### config.mk
export PLATFORM = sky130hd
export DESIGN_NAME = shift_sequencer
export DESIGN_NICKNAME = d
export VERILOG_FILES = /design/src/rtl/shift_sequencer.sv
export SDC_FILE = /design/constraint.sdc
export NUM_CORES = 1
export LEC_CHECK = 0
export CAP_MARGIN = 20
export CORE_ASPECT_RATIO = 1.75
export CORE_UTILIZATION = 45
export DETAILED_ROUTE_END_ITERATION = 10
export PLACE_DENSITY = 0.72
export SKIP_CTS_REPAIR_TIMING = 1
export SLEW_MARGIN = 20
export SYNTH_ARGS = -nofsm -noshare
export SYNTH_HDL_FRONTEND = slang
export SYNTH_SLANG_ARGS = --single-unit
### constraint.sdc
create_clock -name clk -period 1.85 [get_ports clk]
set_clock_uncertainty 0.15 [all_clocks]
set_input_delay 0.37 -clock clk [delete_from_list [all_inputs] [get_ports clk]]
set_output_delay 0.37 -clock clk [all_outputs]
set_load 0.02 [all_outputs]
### src/rtl/shift_sequencer.sv
// Sequencer for an N-bit universal shift register built from bitHolder cells.
// Optional abort input/aborted output: define SHIFT_SEQ_ABORT_EN.
module shift_sequencer #(
   parameter int N    = 4,
   parameter int CNTW = 3
) (
   input  logic            clk,
   input  logic            rst,
   input  logic            start,
   input  logic [1:0]      op_modo,
   input  logic            op_dir,
   input  logic [CNTW-1:0] op_cnt,
   input  logic [N-1:0]    d_in,
   input  logic            s_serial,
`ifdef SHIFT_SEQ_ABORT_EN
   input  logic            abort,
   output logic            aborted,
`endif
   output logic            busy,
   output logic            done,
   output logic [1:0]      modo,
   output logic            dir,
   output logic [N-1:0]    d_n,
   output logic            s_fill,
   output logic            enb
);

   localparam logic [1:0] ST_IDLE  = 2'd0;
   localparam logic [1:0] ST_LOAD  = 2'd1;
   localparam logic [1:0] ST_SHIFT = 2'd2;
   localparam logic [1:0] ST_DONE  = 2'd3;

   logic [1:0]      state_q, state_d;
   logic [CNTW-1:0] rem_q, rem_d;
   logic [1:0]      modo_cap_q, modo_cap_d;
   logic            dir_cap_q, dir_cap_d;
   logic [CNTW-1:0] cnt_cap_q, cnt_cap_d;
   logic [N-1:0]    d_cap_q, d_cap_d;
   logic            s_cap_q, s_cap_d;
   logic            busy_q, busy_d;
   logic            done_q, done_d;
   logic            aborted_q, aborted_d;
   logic            abort_req;

`ifdef SHIFT_SEQ_ABORT_EN
   assign abort_req = abort;
   assign aborted   = aborted_q;
`else
   assign abort_req = 1'b0;
`endif

   // NOTE: every variable gets a default at the top of always_comb so no path infers a latch.
   always_comb begin
      state_d    = state_q;
      rem_d      = rem_q;
      modo_cap_d = modo_cap_q;
      dir_cap_d  = dir_cap_q;
      cnt_cap_d  = cnt_cap_q;
      d_cap_d    = d_cap_q;
      s_cap_d    = s_cap_q;
      aborted_d  = 1'b0;
      case (state_q)
         ST_IDLE: begin
            if (start) begin
               modo_cap_d = op_modo;
               dir_cap_d  = op_dir;
               cnt_cap_d  = op_cnt;
               d_cap_d    = d_in;
               s_cap_d    = s_serial;
               state_d    = ST_LOAD;
            end
         end
         ST_LOAD: begin
            if (modo_cap_q[1] || cnt_cap_q == '0) begin
               state_d = ST_DONE;
            end else begin
               state_d = ST_SHIFT;
               rem_d   = cnt_cap_q;
            end
         end
         ST_SHIFT: begin
            rem_d = rem_q - 1'b1;
            if (rem_q <= 1 || abort_req) begin
               state_d   = ST_DONE;
               aborted_d = abort_req && rem_q > 1;
            end
         end
         default: state_d = ST_IDLE;
      endcase
      busy_d = (state_d != ST_IDLE);
      done_d = (state_d == ST_DONE);
   end

   // NOTE: sequential state uses non-blocking assignments so all flops see pre-edge values.
   always_ff @(posedge clk or posedge rst) begin
      if (rst) begin
         state_q    <= ST_IDLE;
         rem_q      <= '0;
         modo_cap_q <= '0;
         dir_cap_q  <= 1'b0;
         cnt_cap_q  <= '0;
         d_cap_q    <= '0;
         s_cap_q    <= 1'b0;
         busy_q     <= 1'b0;
         done_q     <= 1'b0;
         aborted_q  <= 1'b0;
      end else begin
         state_q    <= state_d;
         rem_q      <= rem_d;
         modo_cap_q <= modo_cap_d;
         dir_cap_q  <= dir_cap_d;
         cnt_cap_q  <= cnt_cap_d;
         d_cap_q    <= d_cap_d;
         s_cap_q    <= s_cap_d;
         busy_q     <= busy_d;
         done_q     <= done_d;
         aborted_q  <= aborted_d;
      end
   end

   // NOTE: controls change on the falling edge so clk & enb never glitches; rst still clears enb at once.
   always_ff @(negedge clk or posedge rst) begin
      if (rst) begin
         enb    <= 1'b0;
         modo   <= 2'b00;
         dir    <= 1'b0;
         d_n    <= '0;
         s_fill <= 1'b0;
      end else begin
         case (state_q)
            ST_LOAD: begin
               enb  <= 1'b1;
               modo <= 2'b10;
               d_n  <= d_cap_q;
            end
            ST_SHIFT: begin
               enb    <= 1'b1;
               modo   <= modo_cap_q;
               dir    <= dir_cap_q;
               s_fill <= s_cap_q;
            end
            default: enb <= 1'b0;
         endcase
      end
   end

   assign busy = busy_q;
   assign done = done_q;

endmodule

==> flow_summary.yaml, run 1 <==
outcome:
  status: "complete, but fails checks"
  violations: "setup timing"
global_route:
  grt_usage_pct: 18.79
  grt_first_pass_wirelength_microns: 3822
  antenna_found_initial: 0
  grt_pass1_vias: 867
  grt_max_degree: 15
  grt_overflow: 0
power_and_ir_drop:
  p_switching_mw: 1.222
  pwr-share-clk_pct: 9.6
  switching_share_pct: 36.36
  power_mw: 3.362
  seq_power_share_pct: 33.6
  pwr-share-comb_pct: 56.8
  p_leak_nw: 0.7833
  vdd_ir_drop_max_mv: 1.165
  pwr_density_cell_nw_per_um2: 1915
  p_int_mw: 2.140
setup_path:
  slowest_stage: "dfrtn_1"
  critical_path.max_fanout: 2
  worstPathArrival_ps: 1760
  critPathKind: "flop to output pin"
  critical-path-max-stage-delay_ps: 430
  worstPathRequired_ps: 1330
  cp_num_buf_inv: 1
  crit_path_end_kind: "output pin"
  cp_top_family: "flip-flops"
  path_cells: "buf_6"
  cp-start-kind: "flop"
cts:
  cts_buffers: 3
  cts-root-buf: "clkbuf_8"
  cts_tree: "yes"
  clk_latency_ps: 270
  clkSinkCount: 27
  cts.clk_slew.worst_paths_ps: 90
  clk_path_buf_depth: 2
  cts_max_level: 1
logic_synthesis:
  synth.distinct_cells: 29
  synth.mux.area_fraction_pct: 17.32
  synthAdderAreaFrac_pct: 6.148
  synth_compound_area_share_pct: 9.221
  ys_warn_count: 0
  yosysTopAreaCell: "dfrtp_1"
  synthCells: 91
  synth_simple_gate_area_share_pct: 7.070
  syn_area_sq_um: 1221
  synth_edf_count: 0
  syn_nets: 111
  synthArstFlopShare_pct: 100.0
  avgSynthCellArea_sq_um: 13.42
  synth-seq-cells: 27
  synthDominantCellAreaShare_pct: 36.89
  synth_area_leaders: "dfrtp_1 (37%), dfrtn_1 (18%), mux2_1 (13%)"
  synth_top_flop_cell: "dfrtp_1"
  synth_xor_area_share_pct: 0
  synth_top_family_by_area: "multiplexers"
  ys_seq_area_share_pct: 55.33
floorplanning:
  initial_core_util_pct: 48.41
  io_pins: 25
  die_w_microns: 41.38
  core.rowCount: 24
  die-height_microns: 70.91
  coreArea_sq_um: 2522
  dieArea_sq_um: 2934
timing:
  whs_ps: 255.2
  finalWorstSetupSlack_ps: -430.9
  worst_pin_slew_ps: 453.7
  slew_headroom_pct: 69.28
  hold_viol: 0
  final_max_slew_viol_count: 0
  rsz0062_at_grt: "true"
  tns_ps: -7148
  setup_viol: 20
finish:
  drive_above_1_share_pct: 38.35
  nFillCells: 188
  stdcell_count: 159
  nets: 154
  area_growth_pct: 43.75
  antennaDiodeCount: 0
routing:
  viasPerCell: 5.308
  firstDrtPassIters: 4
  drc: 0
  vias: 844
  antenna_left: 0
  drt-total-wl_microns: 2485
  drtIter0Drc: 8
  wire_per_inst_microns: 15.63
place:
  gp_congestion: 0.7508
  place_inst: 154
  io_buffers: 24
  post-dp-hpwl_microns: 1824
run:
  maxCapViolCount: 0
hold_path:
  min_path_type: "primary input to async pin"
final timing paths:
kind | slack [ps] | depth (start not counted) | to | start
max reg2reg | -410 | 3 | dir$_DFFE_NP0N_ | state_q[0]$_DFF_PP0_
min reg2reg | 310 | 1 | d_n[2]$_DFFE_NP0N_ | d_n[2]$_DFFE_NP0N_
min | 260 | 2 | d_cap_q[0]$_DFFE_PP0P_ | rst
max | -430 | 1 | d_n[0] | d_n[0]$_DFFE_NP0N_
max in group asynchronous | 250 | 2 | s_fill$_DFFE_NP0N_ | rst
min in group clk | 310 | 1 | d_n[2]$_DFFE_NP0N_ | d_n[2]$_DFFE_NP0N_
cells in the mapped netlist (2+ instances only):
cell type,instances
nand2_1,3
o31ai_1,3
mux2_1,14
a21oi_1,2
ha_1,6
mux2i_1,2
mux2_2,3
a211oi_1,2
inv_1,9
dfrtn_1,9
dfrtp_1,18
nor2_1,3
state kept, by name, summed over array words and instances, names as in the netlist:
name        flops
s_fill          1
cnt_cap_q       3
dir             1
s_cap_q         1
busy            1
dir_cap_q       1
enb             1
done            1
d_cap_q         4
modo            2
state_q         2
rem_q           3
modo_cap_q      2
d_n             4
per-stage QoR:
step                cell area (sq um)  utilization (%)  worst slack [ps]
detailed placement               1614            63.99            -598.4
global placement                 1614            63.99            -587.0
floorplan                        1235                -            -486.3
finish                           1755            69.59            -430.9
CTS                              1659            65.77            -908.4
global route                     1755            69.59            -460.6
power groups by stage:
stage | logic (mW) | clock network, mW | registers (mW)
final | 1.91 | 0.323 | 1.13
after global routing | 2.05 | 0.354 | 1.17
after CTS | 1.70 | 0.334 | 1.09
after detailed placement | 1.70 | 0 | 1.10
after global placement | 1.63 | 0 | 1.08
after floorplan | 0.873 | 0 | 1.21
final cells by class:
| class | count | area [sq um] | share of cell area [%] |
|---|---|---|---|
| Multi-Input combinational cell | 52 | 569.3 | 32.43 |
| Inverter | 9 | 40.04 | 2.281 |
| Clock buffer | 4 | 45.04 | 2.566 |
| Sequential cell | 27 | 676.9 | 38.56 |
| Timing Repair Buffer | 41 | 391.6 | 22.31 |
| Tap cell | 26 | 32.53 | 1.853 |
cells by family after synthesis:
| kind of cell | count (synthesis) |
|---|---|
| DFF | 27 |
| muxes | 19 |
| buffers and inverters | 12 |
| and+or+nand+nor | 13 |
| adders and majority gates | 6 |
| AOI/OAI and AO/OA | 14 |
cell usage in the layout, fill, tap and decap left out, types with 2 or more instances in the layout:
cell type,instances
clkdlybuf4s50_1,15
mux2_1,11
a211oi_2,2
a21oi_1,2
dfrtn_1,9
nand2_1,3
mux2_2,3
dfrtp_1,17
mux2_4,3
nor2_1,3
mux2i_1,2
inv_1,6
buf_6,9
clkbuf_8,3
ha_1,3
buf_4,16
ha_4,3
routing by layer:
metal	global-route usage, %	vias up	share of wire [%]
li1	-	399	-
met1	22.84	413	39
met3	2.821	6	3.0
met2	32.29	26	56
met5	0	-	0
met4	5.376	0	2.1
(Power assumes the default switching activity.)
==> inputs of run 2 (changes only) <==
- CORE_ASPECT_RATIO: 1.75 -> not set
- CORE_UTILIZATION: 45 -> 54
- DONT_BUFFER_PORTS: not set -> 1
- PLACE_DENSITY: 0.72 -> 0.7
==> flow_summary.yaml, run 2 (synthesized netlist as in run 1, its figures left out) <==
finish:
  seq_area_sq_um: 675.6
  multi_input_area_sq_um: 605.6
  nFillCells: 123
  area_growth_pct: 31.86
  largestRegisters: "d_cap_q: 4 flops, d_n: 4 flops"
  nets: 137
  antennaDiodeCount: 0
  final_cell_mix: "dfrtp_1 (18), mux2_1 (9), dfrtn_1 (9), buf_4 (9), dlygate4sd3_1 (8)"
  drive_above_1_share_pct: 39.66
  layout_commonest_cell: "dfrtp_1"
cts:
  clkSinkCount: 27
  cts_max_level: 1
  clk_path_buf_depth: 2
  clk_latency_ps: 330
  cts-root-buf: "clkbuf_4"
  cts_buffers: 3
  cts.clk_slew.worst_paths_ps: 160
  cts_tree: "yes"
global_route:
  antenna_found_initial: 0
  grt_first_pass_wirelength_microns: 3374
  grt_pass1_vias: 762
  grt_overflow: 0
  grt_usage_pct: 18.15
  grt_max_degree: 20
floorplanning:
  io_pins: 25
  dieArea_sq_um: 2456
  die_w_microns: 49.56
  die-height_microns: 49.56
  initial_core_util_pct: 59.80
  coreArea_sq_um: 2042
  core.rowCount: 16
routing:
  vias: 783
  drc: 0
  wire_per_inst_microns: 17.10
  viasPerCell: 5.476
  firstDrtPassIters: 4
  drt-total-wl_microns: 2445
  antenna_left: 0
  drtIter0Drc: 5
place:
  io_buffers: 0
  post-dp-hpwl_microns: 1460
  pre_cts_slack_ps: -472.2
  gp_congestion: 0.8744
timing:
  tns_ps: -8279
  rsz0062_at_grt: "true"
  hold_viol: 0
  final_max_slew_viol_count: 0
  finalWorstSetupSlack_ps: -473.2
  setup_viol: 23
  worst_pin_slew_ps: 560.1
  whs_ps: 12.14
  slew_headroom_pct: 62.07
setup_path:
  worstPathArrival_ps: 1800
  cp-start-kind: "flop"
  critical_path.max_fanout: 2
  r2r_slack_ps: -470
  crit_path_end_kind: "output pin"
  critPathKind: "flop to output pin"
  worstPathRequired_ps: 1330
outcome:
  status: "complete, but fails checks"
  violations: "setup timing"
run:
  maxCapViolCount: 0
power_and_ir_drop:
  pwr_density_cell_nw_per_um2: 2061
  p_leak_nw: 0.7096
  vdd_ir_drop_max_mv: 1.171
hold_path:
  min_path_type: "primary input to flop"
[run 2: cell types whose count changed in the layout (fill, tap and decap cells not counted), moves of 3 or more]
| cell | before | now |
|---|---|---|
| buf_4 | 16 | 9 |
| clkdlybuf4s50_1 | 15 | 0 |
| clkbuf_4 | 0 | 3 |
| dlygate4sd3_1 | 0 | 8 |
| clkbuf_8 | 3 | 0 |
[run 2: layer usage]
metal | GRT usage (%) | routed length [microns] | vias to the layer above
li1 | - | - | 369
met1 | 24.24 | 1048 | 388
met2 | 28.60 | 1267 | 22
met3 | 4.012 | 91 | 4
met4 | 7.143 | 36 | 0
met5 | 0 | 0 | -
[run 2: path summary, 6_finish.rpt]
path	startpoint	endpoint	cells past startpoint
min	d_in[1]	d_cap_q[1]$_DFFE_PP0P_	1
min in group asynchronous	rst	modo_cap_q[0]$_DFFE_PP0P_	2
max reg2reg	state_q[1]$_DFF_PP0_	d_n[3]$_DFFE_NP0N_	3
max	d_n[2]$_DFFE_NP0N_	d_n[2]	0
min reg2reg	d_cap_q[0]$_DFFE_PP0P_	d_cap_q[0]$_DFFE_PP0P_	1
max in group asynchronous	rst	modo[0]$_DFFE_NP0P_	2
[run 2: report_power, final]
part / internal (mW) / switching (mW)
clock: 0.0880 / 0.186
sequential: 0.896 / 0.370
combinational: 1.02 / 0.757
total: 2.01 / 1.31
[run 2: through the flow]
step / power, mW / instances / util, % / instance area [sq um]
after global placement: 2.387 / 125 / 64.52 / 1318
after detailed placement: 2.433 / 125 / 64.52 / 1318
final: 3.319 / 143 / 78.86 / 1610
after floorplan: 2.080 / 91 / - / 1235
after global routing: 3.503 / 143 / 78.86 / 1610
after CTS: 2.704 / 129 / 66.05 / 1349
[run 2: layout make-up]
| cell class | instances | area share [%] |
|---|---|---|
| repair buffers | 24 | 14.06 |
| well taps | 27 | 2.098 |
| flip-flops and latches | 27 | 41.96 |
| inverters | 9 | 2.331 |
| multi-input cells | 52 | 37.61 |
| clock inverters | 1 | 0.5439 |
| clock buffers | 3 | 1.399 |
==> inputs of run 3 (changes only) <==
- MAX_ROUTING_LAYER: not set -> met4
==> flow_summary.yaml, run 3 (synthesized netlist as in run 1, its figures left out) <==
place:
  post-dp-hpwl_microns: 1460
  gp_congestion: 0.8888
  place_area_sq_um: 1318
  io_buffers: 0
  pre_cts_slack_ps: -472.2
floorplanning:
  coreArea_sq_um: 2042
  core.rowCount: 16
  die_w_microns: 49.56
  die-height_microns: 49.56
  io_pins: 25
  initial_core_util_pct: 59.80
  dieArea_sq_um: 2456
setup_path:
  r2r_slack_ps: -470
  rr_worst_depth: 3
  r2r-start: "state_q[1]$_DFF_PP0_"
  worstPathArrival_ps: 1800
  worstPathRequired_ps: 1330
  critPathKind: "flop to output pin"
  cp-start-kind: "flop"
  crit_path_end_kind: "output pin"
  critical_path.max_fanout: 2
  r2r_end: "d_n[3]$_DFFE_NP0N_"
global_route:
  grt_max_degree: 20
  grt_usage_pct: 18.67
  grt_first_pass_wirelength_microns: 3374
  grt_overflow: 0
  antenna_found_initial: 0
  grt_pass1_vias: 762
hold_path:
  holdPathStages: 1
  min_from: "d_in[1]"
  hold_end: "d_cap_q[1]$_DFFE_PP0P_"
  min_path_type: "primary input to flop"
finish:
  layout_commonest_cell: "dfrtp_1"
  fin_area_sq_um: 1610
  area_growth_pct: 31.86
  final_cell_mix: "dfrtp_1 (18), mux2_1 (9), dfrtn_1 (9), buf_4 (9), dlygate4sd3_1 (8)"
  antennaDiodeCount: 0
  seq_area_sq_um: 675.6
  drive_above_1_share_pct: 39.66
  nFillCells: 123
  multi_input_area_sq_um: 605.6
  largestRegisters: "d_cap_q: 4 flops, d_n: 4 flops"
  nets: 137
routing:
  drc: 0
  viasPerCell: 5.490
  antenna_left: 0
  drtIter0Drc: 5
  wire_per_inst_microns: 17.12
  drt-total-wl_microns: 2448
  firstDrtPassIters: 4
  vias: 785
power_and_ir_drop:
  power_mw: 3.321
  p_leak_nw: 0.7096
  pwr_density_cell_nw_per_um2: 2062
  vdd_ir_drop_max_mv: 1.176
timing:
  finalWorstSetupSlack_ps: -473.2
  setup_viol: 23
  slew_headroom_pct: 62.20
  final_max_slew_viol_count: 0
  whs_ps: 12.14
  worst_pin_slew_ps: 558.1
  tns_ps: -8282
  hold_viol: 0
  rsz0062_at_grt: "true"
cts:
  clkSinkCount: 27
  clk_path_buf_depth: 2
  cts.clk_slew.worst_paths_ps: 160
  cts_buffers: 3
  clk_latency_ps: 330
  cts_tree: "yes"
  cts-root-buf: "clkbuf_4"
  cts_max_level: 1
run:
  maxCapViolCount: 0
outcome:
  violations: "setup timing"
  status: "complete, but fails checks"
[run 3: cell counts in the layout (fill, tap and decap cells not counted)]
Identical to the previous run, type by type.
[run 3: final cells by class]
type	instances	share of cell area (%)
Clock buffer	3	1.399
Clock inverter	1	0.5439
Inverter	9	2.331
Multi-Input combinational cell	52	37.61
Sequential cell	27	41.96
Tap cell	27	2.098
Timing Repair Buffer	24	14.06
[run 3: worst max path at each step]
stage	endpoint	start	depth (start not counted)
CTS	d_n[0]$_DFFE_NP0N_	state_q[1]$_DFF_PP0_	3
global route	dir	dir$_DFFE_NP0N_	0
finish	d_n[2]	d_n[2]$_DFFE_NP0N_	0
global placement	s_fill$_DFFE_NP0N_	state_q[0]$_DFF_PP0_	3
floorplan	dir$_DFFE_NP0N_	state_q[0]$_DFF_PP0_	4
detailed placement	dir$_DFFE_NP0N_	state_q[0]$_DFF_PP0_	3
[run 3: per-layer routing]
metal	up-vias	routed length [microns]	track usage, %
met2	26	1269	28.60
met4	0	36	7.143
met3	4	97	4.012
li1	369	-	-
met1	386	1044	24.24
met5	-	0	-
[run 3: where the power goes]
group	total, mW	switching (mW)	internal [mW]
clock network	0.274	0.186	0.0880
logic	1.78	0.758	1.02
registers	1.27	0.370	0.897
[run 3: stage by stage]
stage                     util [%]  std cells
after floorplan                  -         91
after global placement       64.52        125
after detailed placement     64.52        125
after CTS                    66.05        129
after global routing         78.86        143
final                        78.86        143
